**src/rtl/mem_port_arbiter_if.sv**
```systemverilog
// Bundle of the fetch, M-stage and memory-side signals around the shared
// instruction/data memory port. The arbiter uses the slave view; the
// pipeline/memory side (or a bench) uses the master view.
interface mem_port_arbiter_if #(
    parameter int XLEN = 32
);
    logic [XLEN-1:0] if_addr;
    logic            if_redirect;
    logic [XLEN-1:0] if_instr;
    logic            if_stall;

    logic            d_req;
    logic            d_we;
    logic [XLEN-1:0] d_addr;
    logic [XLEN-1:0] d_wdata;
    logic [3:0]      d_be;
    logic            d_next;
    logic [XLEN-1:0] d_rdata;
    logic            d_done;
    logic            d_stall;

    logic            mem_req;
    logic            mem_we;
    logic [XLEN-1:0] mem_addr;
    logic [XLEN-1:0] mem_wdata;
    logic [3:0]      mem_be;
    logic            mem_gnt;
    logic            mem_rvalid;
    logic [XLEN-1:0] mem_rdata;

    modport slave (
        input  if_addr, if_redirect, d_req, d_we, d_addr, d_wdata, d_be, d_next,
               mem_gnt, mem_rvalid, mem_rdata,
        output if_instr, if_stall, d_rdata, d_done, d_stall,
               mem_req, mem_we, mem_addr, mem_wdata, mem_be
    );

    modport master (
        output if_addr, if_redirect, d_req, d_we, d_addr, d_wdata, d_be, d_next,
               mem_gnt, mem_rvalid, mem_rdata,
        input  if_instr, if_stall, d_rdata, d_done, d_stall,
               mem_req, mem_we, mem_addr, mem_wdata, mem_be
    );
endinterface

```
**src/rtl/mem_port_arbiter.sv**
```systemverilog
// Arbiter sharing one single-ported memory between instruction fetch and the
// M-stage load/store unit. One transaction in flight, data wins ties, and a
// one-entry tagged instruction buffer absorbs repeated fetches of the same PC.
//
// state  | meaning
// IDLE   | nothing in flight; present data or fetch request to memory
// I_WAIT | fetch granted, waiting for its response (kill drops it)
// D_WAIT | data access granted, waiting for its response
module mem_port_arbiter #(
    parameter int              XLEN = 32,
    parameter logic [XLEN-1:0] NOP  = 32'h00000013
) (
    input  logic               clk,
    input  logic               rst_n,
    mem_port_arbiter_if.slave  bus_if
);
    typedef enum logic [1:0] {IDLE, I_WAIT, D_WAIT} state_t;

    state_t          state_q, state_d;
    logic            ibuf_valid_q, ibuf_valid_d;
    logic [XLEN-1:0] ibuf_tag_q, ibuf_tag_d;
    logic [XLEN-1:0] ibuf_data_q, ibuf_data_d;
    logic [XLEN-1:0] req_tag_q, req_tag_d;
    logic            kill_q, kill_d;
    logic            d_served_q, d_served_d;
    logic [XLEN-1:0] d_rdata_q, d_rdata_d;

    logic            buf_hit, bypass_hit, fetch_hit, d_pend, d_done;
    logic            mem_req, mem_we;
    logic [XLEN-1:0] mem_addr, mem_wdata;
    logic [3:0]      mem_be;

    // Fetch hit detection: buffered instruction or same-cycle bypass of a live response.
    always_comb begin
        buf_hit    = ibuf_valid_q && (ibuf_tag_q == bus_if.if_addr);
        bypass_hit = (state_q == I_WAIT) && bus_if.mem_rvalid && !kill_q
                     && !bus_if.if_redirect && (req_tag_q == bus_if.if_addr);
        fetch_hit  = buf_hit || bypass_hit;
        d_pend     = bus_if.d_req && !d_served_q;
    end

    // Next-state and memory request logic; data requests take priority in IDLE.
    always_comb begin
        state_d      = state_q;
        ibuf_valid_d = ibuf_valid_q;
        ibuf_tag_d   = ibuf_tag_q;
        ibuf_data_d  = ibuf_data_q;
        req_tag_d    = req_tag_q;
        kill_d       = kill_q;
        d_served_d   = d_served_q;
        d_rdata_d    = d_rdata_q;
        mem_req      = 1'b0;
        mem_we       = 1'b0;
        mem_addr     = '0;
        mem_wdata    = '0;
        mem_be       = 4'h0;
        d_done       = 1'b0;

        case (state_q)
            IDLE: begin
                // Reset gating keeps the port quiet while the pipeline is held.
                if (rst_n) begin
                    if (d_pend) begin
                        mem_req   = 1'b1;
                        mem_we    = bus_if.d_we;
                        mem_addr  = bus_if.d_addr;
                        mem_wdata = bus_if.d_wdata;
                        mem_be    = bus_if.d_be;
                        if (bus_if.mem_gnt) state_d = D_WAIT;
                    end else if (!fetch_hit && !bus_if.if_redirect) begin
                        mem_req  = 1'b1;
                        mem_be   = 4'hF;
                        mem_addr = bus_if.if_addr;
                        if (bus_if.mem_gnt) begin
                            state_d   = I_WAIT;
                            req_tag_d = bus_if.if_addr;
                            kill_d    = 1'b0;
                        end
                    end
                end
            end
            I_WAIT: begin
                if (bus_if.if_redirect) kill_d = 1'b1;
                if (bus_if.mem_rvalid) begin
                    if (!kill_q && !bus_if.if_redirect) begin
                        ibuf_valid_d = 1'b1;
                        ibuf_tag_d   = req_tag_q;
                        ibuf_data_d  = bus_if.mem_rdata;
                    end
                    state_d = IDLE;
                end
            end
            D_WAIT: begin
                if (bus_if.mem_rvalid) begin
                    d_done = 1'b1;
                    if (!bus_if.d_we) d_rdata_d = bus_if.mem_rdata;
                    d_served_d = 1'b1;
                    state_d    = IDLE;
                end
            end
            default: state_d = IDLE;
        endcase

        // A new M-stage instruction re-arms the data port, even in its completion cycle.
        if (bus_if.d_next)      d_served_d   = 1'b0;
        if (bus_if.if_redirect) ibuf_valid_d = 1'b0;
    end

    // State and datapath registers.
    always_ff @(posedge clk or negedge rst_n) begin
        if (!rst_n) begin
            state_q      <= IDLE;
            ibuf_valid_q <= 1'b0;
            ibuf_tag_q   <= '0;
            ibuf_data_q  <= '0;
            req_tag_q    <= '0;
            kill_q       <= 1'b0;
            d_served_q   <= 1'b0;
            d_rdata_q    <= '0;
        end else begin
            state_q      <= state_d;
            ibuf_valid_q <= ibuf_valid_d;
            ibuf_tag_q   <= ibuf_tag_d;
            ibuf_data_q  <= ibuf_data_d;
            req_tag_q    <= req_tag_d;
            kill_q       <= kill_d;
            d_served_q   <= d_served_d;
            d_rdata_q    <= d_rdata_d;
        end
    end

    assign bus_if.if_instr  = bypass_hit ? bus_if.mem_rdata : (buf_hit ? ibuf_data_q : NOP);
    assign bus_if.if_stall  = !fetch_hit;
    assign bus_if.d_rdata   = d_rdata_q;
    assign bus_if.d_done    = d_done;
    assign bus_if.d_stall   = d_pend && !d_done;
    assign bus_if.mem_req   = mem_req;
    assign bus_if.mem_we    = mem_we;
    assign bus_if.mem_addr  = mem_addr;
    assign bus_if.mem_wdata = mem_wdata;
    assign bus_if.mem_be    = mem_be;
endmodule

```
**src/flat_wrapper.sv**
```systemverilog
// flat-port wrapper written by rule: the top's interface ports become plain ports
module mem_port_arbiter_flat 
#(
    parameter int              XLEN = 32,
    parameter logic [XLEN-1:0] NOP  = 32'h00000013
)
  (clk, rst_n, bus_if_if_addr, bus_if_if_redirect, bus_if_d_req, bus_if_d_we, bus_if_d_addr, bus_if_d_wdata, bus_if_d_be, bus_if_d_next, bus_if_mem_gnt, bus_if_mem_rvalid, bus_if_mem_rdata, bus_if_if_instr, bus_if_if_stall, bus_if_d_rdata, bus_if_d_done, bus_if_d_stall, bus_if_mem_req, bus_if_mem_we, bus_if_mem_addr, bus_if_mem_wdata, bus_if_mem_be);
  mem_port_arbiter_if #(.XLEN(XLEN)) bus_if_i ();
  input  logic clk;
  input  logic rst_n;
  input wire logic [$bits(bus_if_i.if_addr)-1:0] bus_if_if_addr;
  input wire logic [$bits(bus_if_i.if_redirect)-1:0] bus_if_if_redirect;
  input wire logic [$bits(bus_if_i.d_req)-1:0] bus_if_d_req;
  input wire logic [$bits(bus_if_i.d_we)-1:0] bus_if_d_we;
  input wire logic [$bits(bus_if_i.d_addr)-1:0] bus_if_d_addr;
  input wire logic [$bits(bus_if_i.d_wdata)-1:0] bus_if_d_wdata;
  input wire logic [$bits(bus_if_i.d_be)-1:0] bus_if_d_be;
  input wire logic [$bits(bus_if_i.d_next)-1:0] bus_if_d_next;
  input wire logic [$bits(bus_if_i.mem_gnt)-1:0] bus_if_mem_gnt;
  input wire logic [$bits(bus_if_i.mem_rvalid)-1:0] bus_if_mem_rvalid;
  input wire logic [$bits(bus_if_i.mem_rdata)-1:0] bus_if_mem_rdata;
  output wire logic [$bits(bus_if_i.if_instr)-1:0] bus_if_if_instr;
  output wire logic [$bits(bus_if_i.if_stall)-1:0] bus_if_if_stall;
  output wire logic [$bits(bus_if_i.d_rdata)-1:0] bus_if_d_rdata;
  output wire logic [$bits(bus_if_i.d_done)-1:0] bus_if_d_done;
  output wire logic [$bits(bus_if_i.d_stall)-1:0] bus_if_d_stall;
  output wire logic [$bits(bus_if_i.mem_req)-1:0] bus_if_mem_req;
  output wire logic [$bits(bus_if_i.mem_we)-1:0] bus_if_mem_we;
  output wire logic [$bits(bus_if_i.mem_addr)-1:0] bus_if_mem_addr;
  output wire logic [$bits(bus_if_i.mem_wdata)-1:0] bus_if_mem_wdata;
  output wire logic [$bits(bus_if_i.mem_be)-1:0] bus_if_mem_be;
  assign bus_if_i.if_addr = bus_if_if_addr;
  assign bus_if_i.if_redirect = bus_if_if_redirect;
  assign bus_if_i.d_req = bus_if_d_req;
  assign bus_if_i.d_we = bus_if_d_we;
  assign bus_if_i.d_addr = bus_if_d_addr;
  assign bus_if_i.d_wdata = bus_if_d_wdata;
  assign bus_if_i.d_be = bus_if_d_be;
  assign bus_if_i.d_next = bus_if_d_next;
  assign bus_if_i.mem_gnt = bus_if_mem_gnt;
  assign bus_if_i.mem_rvalid = bus_if_mem_rvalid;
  assign bus_if_i.mem_rdata = bus_if_mem_rdata;
  assign bus_if_if_instr = bus_if_i.if_instr;
  assign bus_if_if_stall = bus_if_i.if_stall;
  assign bus_if_d_rdata = bus_if_i.d_rdata;
  assign bus_if_d_done = bus_if_i.d_done;
  assign bus_if_d_stall = bus_if_i.d_stall;
  assign bus_if_mem_req = bus_if_i.mem_req;
  assign bus_if_mem_we = bus_if_i.mem_we;
  assign bus_if_mem_addr = bus_if_i.mem_addr;
  assign bus_if_mem_wdata = bus_if_i.mem_wdata;
  assign bus_if_mem_be = bus_if_i.mem_be;
  mem_port_arbiter #(.XLEN(XLEN), .NOP(NOP)) u_core (.clk(clk), .rst_n(rst_n), .bus_if(bus_if_i));
endmodule
```
**config.mk**
```make
export PLATFORM = sky130hd
export DESIGN_NAME = mem_port_arbiter_flat
export DESIGN_NICKNAME = d
export VERILOG_FILES = /design/src/rtl/mem_port_arbiter_if.sv /design/src/rtl/mem_port_arbiter.sv /design/src/flat_wrapper.sv
export SDC_FILE = /design/constraint.sdc
export NUM_CORES = 1
export LEC_CHECK = 0
export BUFFER_PORTS_ARGS = -buffer_cell sky130_fd_sc_hd__buf_2
export CAP_MARGIN = 20
export CORE_ASPECT_RATIO = 1.4
export CORE_MARGIN = 2
export CORE_UTILIZATION = 45
export DETAILED_ROUTE_END_ITERATION = 12
export GPL_ROUTABILITY_DRIVEN = 0
export PLACE_DENSITY = 0.75
export SYNTH_ARGS = -nofsm -noshare
export SYNTH_HDL_FRONTEND = slang
export SYNTH_SLANG_ARGS = --single-unit
export TNS_END_PERCENT = 1
```
**constraint.sdc**
```tcl
create_clock -name clk -period 3.05 [get_ports clk]
set_clock_uncertainty 0.15 [all_clocks]
set_input_delay 0.1525 -clock clk [delete_from_list [all_inputs] [get_ports clk]]
set_output_delay 0.1525 -clock clk [all_outputs]
set_load 0.1 [all_outputs]
```
==> results of run 1 <==
-- power groups by stage --
| stage | Combinational (mW) | Clock [mW] | Sequential [mW] |
|---|---|---|---|
| floorplan | 2.50 | 0 | 4.43 |
| global placement | 4.88 | 0 | 2.93 |
| detailed placement | 4.94 | 0 | 2.97 |
| CTS | 5.20 | 2.24 | 2.95 |
| global route | 5.51 | 2.32 | 3.07 |
| finish | 5.26 | 2.21 | 2.99 |
-- per-stage QoR --
stage / worst slack, ns / utilization / hold WS [ns] / total power, mW / TNS, ns
global placement: 0.0800 / 0.614 / 0.154 / 7.80 / 0
floorplan: -0.321 / - / -0.293 / 6.93 / -9.52
global route: -0.189 / 0.748 / 0.0427 / 10.9 / -7.51
detailed placement: 0.136 / 0.614 / 0.157 / 7.91 / 0
finish: -0.0827 / 0.748 / 0.0427 / 10.5 / -2.17
CTS: -0.0930 / 0.738 / 0.0114 / 10.4 / -0.937
-- state kept, by name, indices dropped and copies added (netlist names) --
register	count
u_core.ibuf_valid_q	1
u_core.req_tag_q	32
u_core.bus_if.d_rdata	32
u_core.state_q	2
u_core.ibuf_data_q	32
u_core.d_served_q	1
u_core.kill_q	1
u_core.ibuf_tag_q	32
-- final timing paths --
kind,startpoint,end,slack (ns),cells past startpoint
max,u_core.state_q[1]$_DFFE_PN0P_,bus_if_mem_addr[28],-0.08,12
max reg2reg,u_core.state_q[1]$_DFFE_PN0P_,u_core.req_tag_q[27]$_DFFE_PN0P_,0.38,10
min reg2reg,u_core.bus_if.d_rdata[0]$_DFFE_PN0P_,u_core.bus_if.d_rdata[0]$_DFFE_PN0P_,0.34,2
min,bus_if_mem_gnt,u_core.state_q[1]$_DFFE_PN0P_,0.04,4
max in group asynchronous,rst_n,u_core.ibuf_tag_q[6]$_DFFE_PN0P_,0.93,4
min in group asynchronous,rst_n,u_core.bus_if.d_rdata[5]$_DFFE_PN0P_,0.35,3
-- timing repair --
action / CTS / global route
cloned: 4 / 0
endpoints found under the setup margin: 70 / 73
hold endpoints to repair: 156 / 0
hold buffers: 67 / 0
buffers inserted: 5 / 3
gates resized for setup: 95 / 27
pin swaps: 2 / 1
-- metal layers --
metal / wire length (microns) / share of wire / up-vias
met5: 0 / 0 / -
met4: 480 / 0.022 / 0
met3: 1210 / 0.056 / 31
met2: 11800 / 0.55 / 236
met1: 7990 / 0.37 / 2982
li1: - / - / 2860
-- logic make-up after synthesis --
family	share of synthesized area
mux	0.165
compound gates	0.112
simple gates	0.105
xor+xnor	0.0815
buf+inv	0.0471
fa+ha+maj	0.00546
flops	0.484
-- cells in the final DEF, fill, tap and decap left out, drive strengths merged, types with 6 or more instances in the layout --
cell,count
mux2,96
buf,304
inv,42
nor4,11
dfrtp,133
clkbuf,20
a22o,32
and2,34
xnor2,18
dlygate4sd3,67
a21o,6
nor2,7
xor2,46
o31ai,29
o21ai,33
nand2,64
-- worst reg2reg max path, delay by kind of cell, from the launching register on --
kind / cells / cell delay, ns
flip-flops: 1 / 0.39
multiplexers: 1 / 0.37
adder cells (fa/ha/maj): 1 / 0.13
buffers and inverters: 3 / 0.41
AND/OR/NAND/NOR: 5 / 1.08
-- area by class of cell --
cell class / instances / area [sq um]
diodes: 1 / 2.50
repair buffers: 373 / 3220
clock buffers: 18 / 439
fillers: 1021 / 3770
well taps: 192 / 240
clock inverters: 14 / 199
inverters: 39 / 146
multi-input cells: 412 / 3640
flip-flops and latches: 133 / 3330
==> summary.md, run 1 <==
| Metric | Value |
|---|---|
| Synthesis-stage register bit count | `roughly 130` |
| Number of max-cap violations | `0` |
| All-layer global routing usage | `0.263` |
| Max-slew violation count | `0` |
| Largest net degree at the start of global routing | `95` |
| Drt first pass iters | `4` |
| Number of sinks on the clock net | `about 130` |
| Fraction of registers with async set or reset after synthesis | `1.00` |
| Cell count after placement | `roughly 1,100` |
| Cell Rows | `between 50 and 60` |
| Clock Power Share | `0.211` |
| Final period utilization | `1.03` |
| Biggest fanout along the worst timing path | `18` |
| EDFF count, synth | `0` |
| Result of the run | `complete, but fails checks` |
| Net Switching | `a little over 5 mW` |
| Share of post-route cells with drive strength above 1 | `0.486` |
| Io pins | `277` |
| Violated checks | `negative setup slack` |
| Gate count after technology mapping | `just over 600` |
| Layout Nets | `~1,100` |
| Max rail drop VDD | `roughly 0.75 mV` |
| Sw frac | `0.489` |
| Via total after detailed routing | `between 6,000 and 7,000` |
| Transition time at the pin with the least slew margin | `between 1 and 1.5 ns` |
| Detailed Place HPWL | `about 14,000 microns` |
| Grt total ovfl | `0` |
| Post-synth top area share | `0.484` |
| Setup Viol. Count Final | `43` |
| Setup repair after global routing missed its margin | `true` |
| Number of library cell types mapped by synthesis | `37` |
| Time the final worst path needs with I/O delays and setup | `roughly 3.1 ns` |
| Per-instance average area after synthesis | `11.0 sq um` |
| Count of unresolved DRC violations after routing | `0` |
| Setup slack of the critical path after layout | `-0.0827 ns` |
| Worst skew pair latency | `0.41 ns` |
| GR met2 Demand/Resource | `0.503` |
| Drt total wl | `21,500 microns` |
| Detail-routed net length per standard cell | `around 18 microns` |
| Internal power summed over all cells | `about 5.3 mW` |
| Placed inst area | `between 9000 and 10,000 sq um` |
| Area of the mapped netlist | `approximately 7000 sq um` |
| Cells taking the most area after synthesis | `dfrtp_1, mux2_2, xor2_1` |
| Die Width | `108 microns` |
| Design Area, Final | `~11,000 sq um` |
| Mean number of vias per cell | `approximately 5.2` |
| Final cell count without fillers | `1,182` |
| Maximum frequency from static timing analysis | `about 320 MHz` |
| Met3 Track Usage GR | `0.0580` |
| Seq pwr share | `0.286` |
| Most common cell in the synthesized netlist | `dfrtp_1` |
| Required time at the worst-slack endpoint | `2.75 ns` |
| Share of total power in combinational logic | `0.503` |
| Number of buffers added by the clock tree synthesis step | `17` |
| Fin. Hold Viols | `0` |
| Number of global-route vias before repair | `between 6,000 and 7,000` |
| Core Area | `15,000 sq um` |
| Rel. slew slack | `0.322` |
| Commonest cells in the netlist | `dfrtp_1, mux2_2, nand2_1` |
| Synth Warn # | `0` |
| Element type at the critical path end | `output pin` |
| Antenna violations before repair | `1` |
| Violation count after the first detailed-routing iteration | `between 200 and 300` |
| Cell type with the highest aggregate area in the netlist | `dfrtp_1` |
| Number of buffers on the longest clock path | `2` |
| Crit-path leading delay family | `simple AND/OR/NAND/NOR gates` |
| Crit-path most repeated cell | `buf_6` |
| Top_reg_cell synth | `dfrtp_1` |
| Wire length of the first global-routing pass | `approximately 33,000 microns` |
| Buffer type at the clock tree root | `clkbuf_16` |
| Total Die Area | `about 16,000 sq um` |
| GRT met1 Usage | `0.280` |
| Hold Crit Class | `input pin to flop` |
| Count of buffers inserted at the top-level ports | `~280` |
| Sequential cell area fraction in the yosys report | `0.484` |
| Ordered cell list for the critical path | `inv_2, ha_4, and4bb_4, nand3_2, or4_4, nor4_4, buf_6, buf_4, nor4b_4, buf_12, a22o_1, buf_6` |
| Critical-path cell with the highest stage delay | `or4_4` |
| P per Cell Area | `a little over 900 nW/um^2` |
| CTS tree | `built` |
| Chip Height | `about 150 microns` |
| Path type of the worst setup path | `flop to output pin` |
| Count of buffer and inverter cells on the critical path | `5` |
| Critical path startpoint category | `flop` |
| Peak per-stage delay on the critical path | `0.43 ns` |
| Post-Syn Nets | `approximately 770` |
| Busiest metal layer after global routing | `met2` |
| Static leakage power | `around 5.5 nW` |
| Data arrival at the endpoint of the critical path | `around 2.8 ns` |
| CTS HTree Levels | `4` |
| Count of antenna-violating nets left after detailed routing | `0` |
| P&R area growth vs syn | `63.0%` |
| Clock Pin Slew Worst Setup and Hold Paths | `0.06 ns` |
| Initial Util | `0.459` |
Note: power is estimated with default switching activity, not from simulation.
==> inputs of run 2 (changes only) <==
--- a/config.mk
+++ b/config.mk
@@ -9,10 +9,10 @@
 export CAP_MARGIN = 20
 export CORE_ASPECT_RATIO = 1.4
 export CORE_MARGIN = 2
-export CORE_UTILIZATION = 45
+export CORE_UTILIZATION = 49
 export DETAILED_ROUTE_END_ITERATION = 12
 export GPL_ROUTABILITY_DRIVEN = 0
-export PLACE_DENSITY = 0.75
+export PLACE_DENSITY = 0.81
 export SYNTH_ARGS = -nofsm -noshare
 export SYNTH_HDL_FRONTEND = slang
 export SYNTH_SLANG_ARGS = --single-unit
==> summary.md, run 2 (same netlist as run 1, synthesis figures left out) <==
| Metric | Value |
|---|---|
| Count of unresolved DRC violations after routing | `0` |
| Wire length of the first global-routing pass | `33,800 microns` |
| Seq pwr share | `0.287` |
| Final Hold Slack | `roughly 0.045 ns` |
| Leading cell types in the layout, fill and taps excluded | `buf_2, dfrtp_1, mux2_2, dlygate4sd3_1, nand2_1` |
| Setup repair after global routing missed its margin | `true` |
| Share of the core filled with cells | `0.782` |
| Cell Rows | `around 50` |
| Number of sinks on the clock net | `between 100 and 150` |
| Biggest fanout along the worst timing path | `19` |
| Die Width | `around 100 microns` |
| Net Switching | `roughly 5.2 mW` |
| Number of max-cap violations | `0` |
| CTS HTree Levels | `4` |
| Required time at the worst-slack endpoint | `2.75 ns` |
| Capture instance of the worst register-to-register path | `u_core.req_tag_q[22]$_DFFE_PN0P_` |
| Hold wc startpoint | `bus_if_mem_gnt` |
| Count of buffers inserted at the top-level ports | `about 280` |
| Drt first pass iters | `5` |
| Grt total ovfl | `0` |
| Max-slew violation count | `0` |
| Worst Reg-to-Reg Cells | `10` |
| Fin. Hold Viols | `0` |
| Commonest non-fill, non-tap cell in the layout | `buf_2` |
| Share of total power in combinational logic | `0.507` |
| Number of buffers added by the clock tree synthesis step | `17` |
| Buffer type at the clock tree root | `clkbuf_16` |
| Number of buffers on the longest clock path | `2` |
| Rel. slew slack | `0.337` |
| Setup Viol. Count Final | `63` |
| Antenna violations before repair | `0` |
| Launching instance or port of the critical path | `u_core.state_q[1]$_DFFE_PN0P_` |
| Detailed Place HPWL | `roughly 14,000 microns` |
| Cell count after placement | `1,061` |
| Hold Crit Class | `input pin to flop` |
| Worst skew pair latency | `between 0.4 and 0.5 ns` |
| Internal power summed over all cells | `~5.3 mW` |
| Sw frac | `0.495` |
| Final period utilization | `1.06` |
| Via total after detailed routing | `~6,200` |
| Total Die Area | `roughly 15,000 sq um` |
| Count of antenna-violating nets left after detailed routing | `0` |
| Overall power after layout | `10.4 mW` |
| Final cell count without fillers | `1,164` |
| Time the final worst path needs with I/O delays and setup | `3.24 ns` |
| Maximum frequency from static timing analysis | `slightly above 300 MHz` |
| Chip Height | `between 100 and 150 microns` |
| Count of cells along the worst hold path | `4` |
| Violation count after the first detailed-routing iteration | `approximately 250` |
| CTS tree | `built` |
| Mean number of vias per cell | `5.30` |
| Design Area, Final | `about 11,000 sq um` |
| Drt total wl | `~22,000 microns` |
| Clock Power Share | `0.206` |
| Element type at the critical path end | `output pin` |
| Io pins | `about 280` |
| Data arrival at the endpoint of the critical path | `a little under 3 ns` |
| Result of the run | `complete, but fails checks` |
| Number of global-route vias before repair | `~6,500` |
| Final TNS setup | `-6.20 ns` |
| Core Area | `13,800 sq um` |
| Minimum setup slack among reg-to-reg paths | `0.13 ns` |
| Static leakage power | `5.34 nW` |
| P per Cell Area | `between 900 and 1000 nW/um^2` |
| Layout Nets | `between 1,000 and 1,500` |
| Initial Util | `0.497` |
| Detail-routed net length per standard cell | `roughly 19 microns` |
| Largest net degree at the start of global routing | `95` |
| Worst Setup Slack post-DPL | `-0.101 ns` |
| Max rail drop VDD | `0.680 mV` |
| Transition time at the pin with the least slew margin | `~0.99 ns` |
| Clock Pin Slew Worst Setup and Hold Paths | `~0.060 ns` |
| Violated checks | `negative setup slack` |
| P&R area growth vs syn | `57.4%` |
| Crit path to | `bus_if_mem_addr[2]` |
| Path type of the worst setup path | `flop to output pin` |
| Critical path startpoint category | `flop` |
| Setup slack of the critical path after layout | `-0.186 ns` |
| Critical register-to-register path startpoint | `u_core.state_q[1]$_DFFE_PN0P_` |
| Share of post-route cells with drive strength above 1 | `0.466` |
| Placed inst area | `9160 sq um` |
| All-layer global routing usage | `0.290` |
==> run 2: changes by cell type in the layout (fill, tap and decap cells not counted), moves of 3 or more <==
cell	delta
nand2_1	+8
buf_6	-4
o31ai_2	+13
buf_16	-3
inv_6	+3
xnor2_1	+4
xnor2_2	-4
nand2_2	-7
o31ai_4	-13
==> run 2: worst max-delay path: stages (launching register included) <==
cell      delay, ns
dfrtp_1        0.39
inv_2          0.09
ha_4           0.14
and4bb_4       0.25
nand3_2        0.07
or4_4          0.44
nor4_4         0.24
nor4b_4        0.10
buf_4          0.18
buf_12         0.15
a22o_1         0.26
buf_6          0.19
==> run 2: final cells by class <==
cell class | count | area, sq um
Inverter | 39 | 146
Fill cell | 851 | 3020
Antenna cell | 1 | 2.50
Sequential cell | 133 | 3330
Clock inverter | 15 | 190
Tap cell | 185 | 231
Timing Repair Buffer | 362 | 3040
Multi-Input combinational cell | 412 | 3460
Clock buffer | 17 | 425
==> run 2: repair_timing <==
| action | 4_1_cts | 5_1_grt |
|---|---|---|
| setup buffers | 2 | 0 |
| cloned | 1 | 0 |
| hold endpoints to repair | 163 | 0 |
| endpoints found under the setup margin | 70 | 70 |
| pin swaps | 5 | 1 |
| resized for setup | 86 | 10 |
| hold buffers | 67 | 0 |
==> run 2: how the worst min path moves through the flow <==
stage / end
6_report: u_core.state_q[0]$_DFFE_PN0P_
5_1_grt: u_core.state_q[0]$_DFFE_PN0P_
4_1_cts: u_core.state_q[0]$_DFFE_PN0P_
3_5_place_dp: u_core.d_served_q$_DFFE_PN0P_
3_3_place_gp: u_core.d_served_q$_DFFE_PN0P_
2_1_floorplan: u_core.bus_if.d_rdata[0]$_DFFE_PN0P_
==> run 2: power groups by stage <==
stage	Sequential, mW	Clock [mW]	Combinational, mW
global route	3.06	2.25	5.51
global placement	2.91	0	4.89
finish	2.99	2.15	5.28
detailed placement	2.96	0	4.96
floorplan	4.43	0	2.50
CTS	2.95	2.17	5.23
==> run 2: layer usage <==
metal  track usage  part of all wire  up-vias
li1              -                 -     2839
met1         0.309              0.36     2986
met2         0.553              0.56      296
met3        0.0523             0.053       50
met4         0.138             0.034        0
met5             0                 0        -
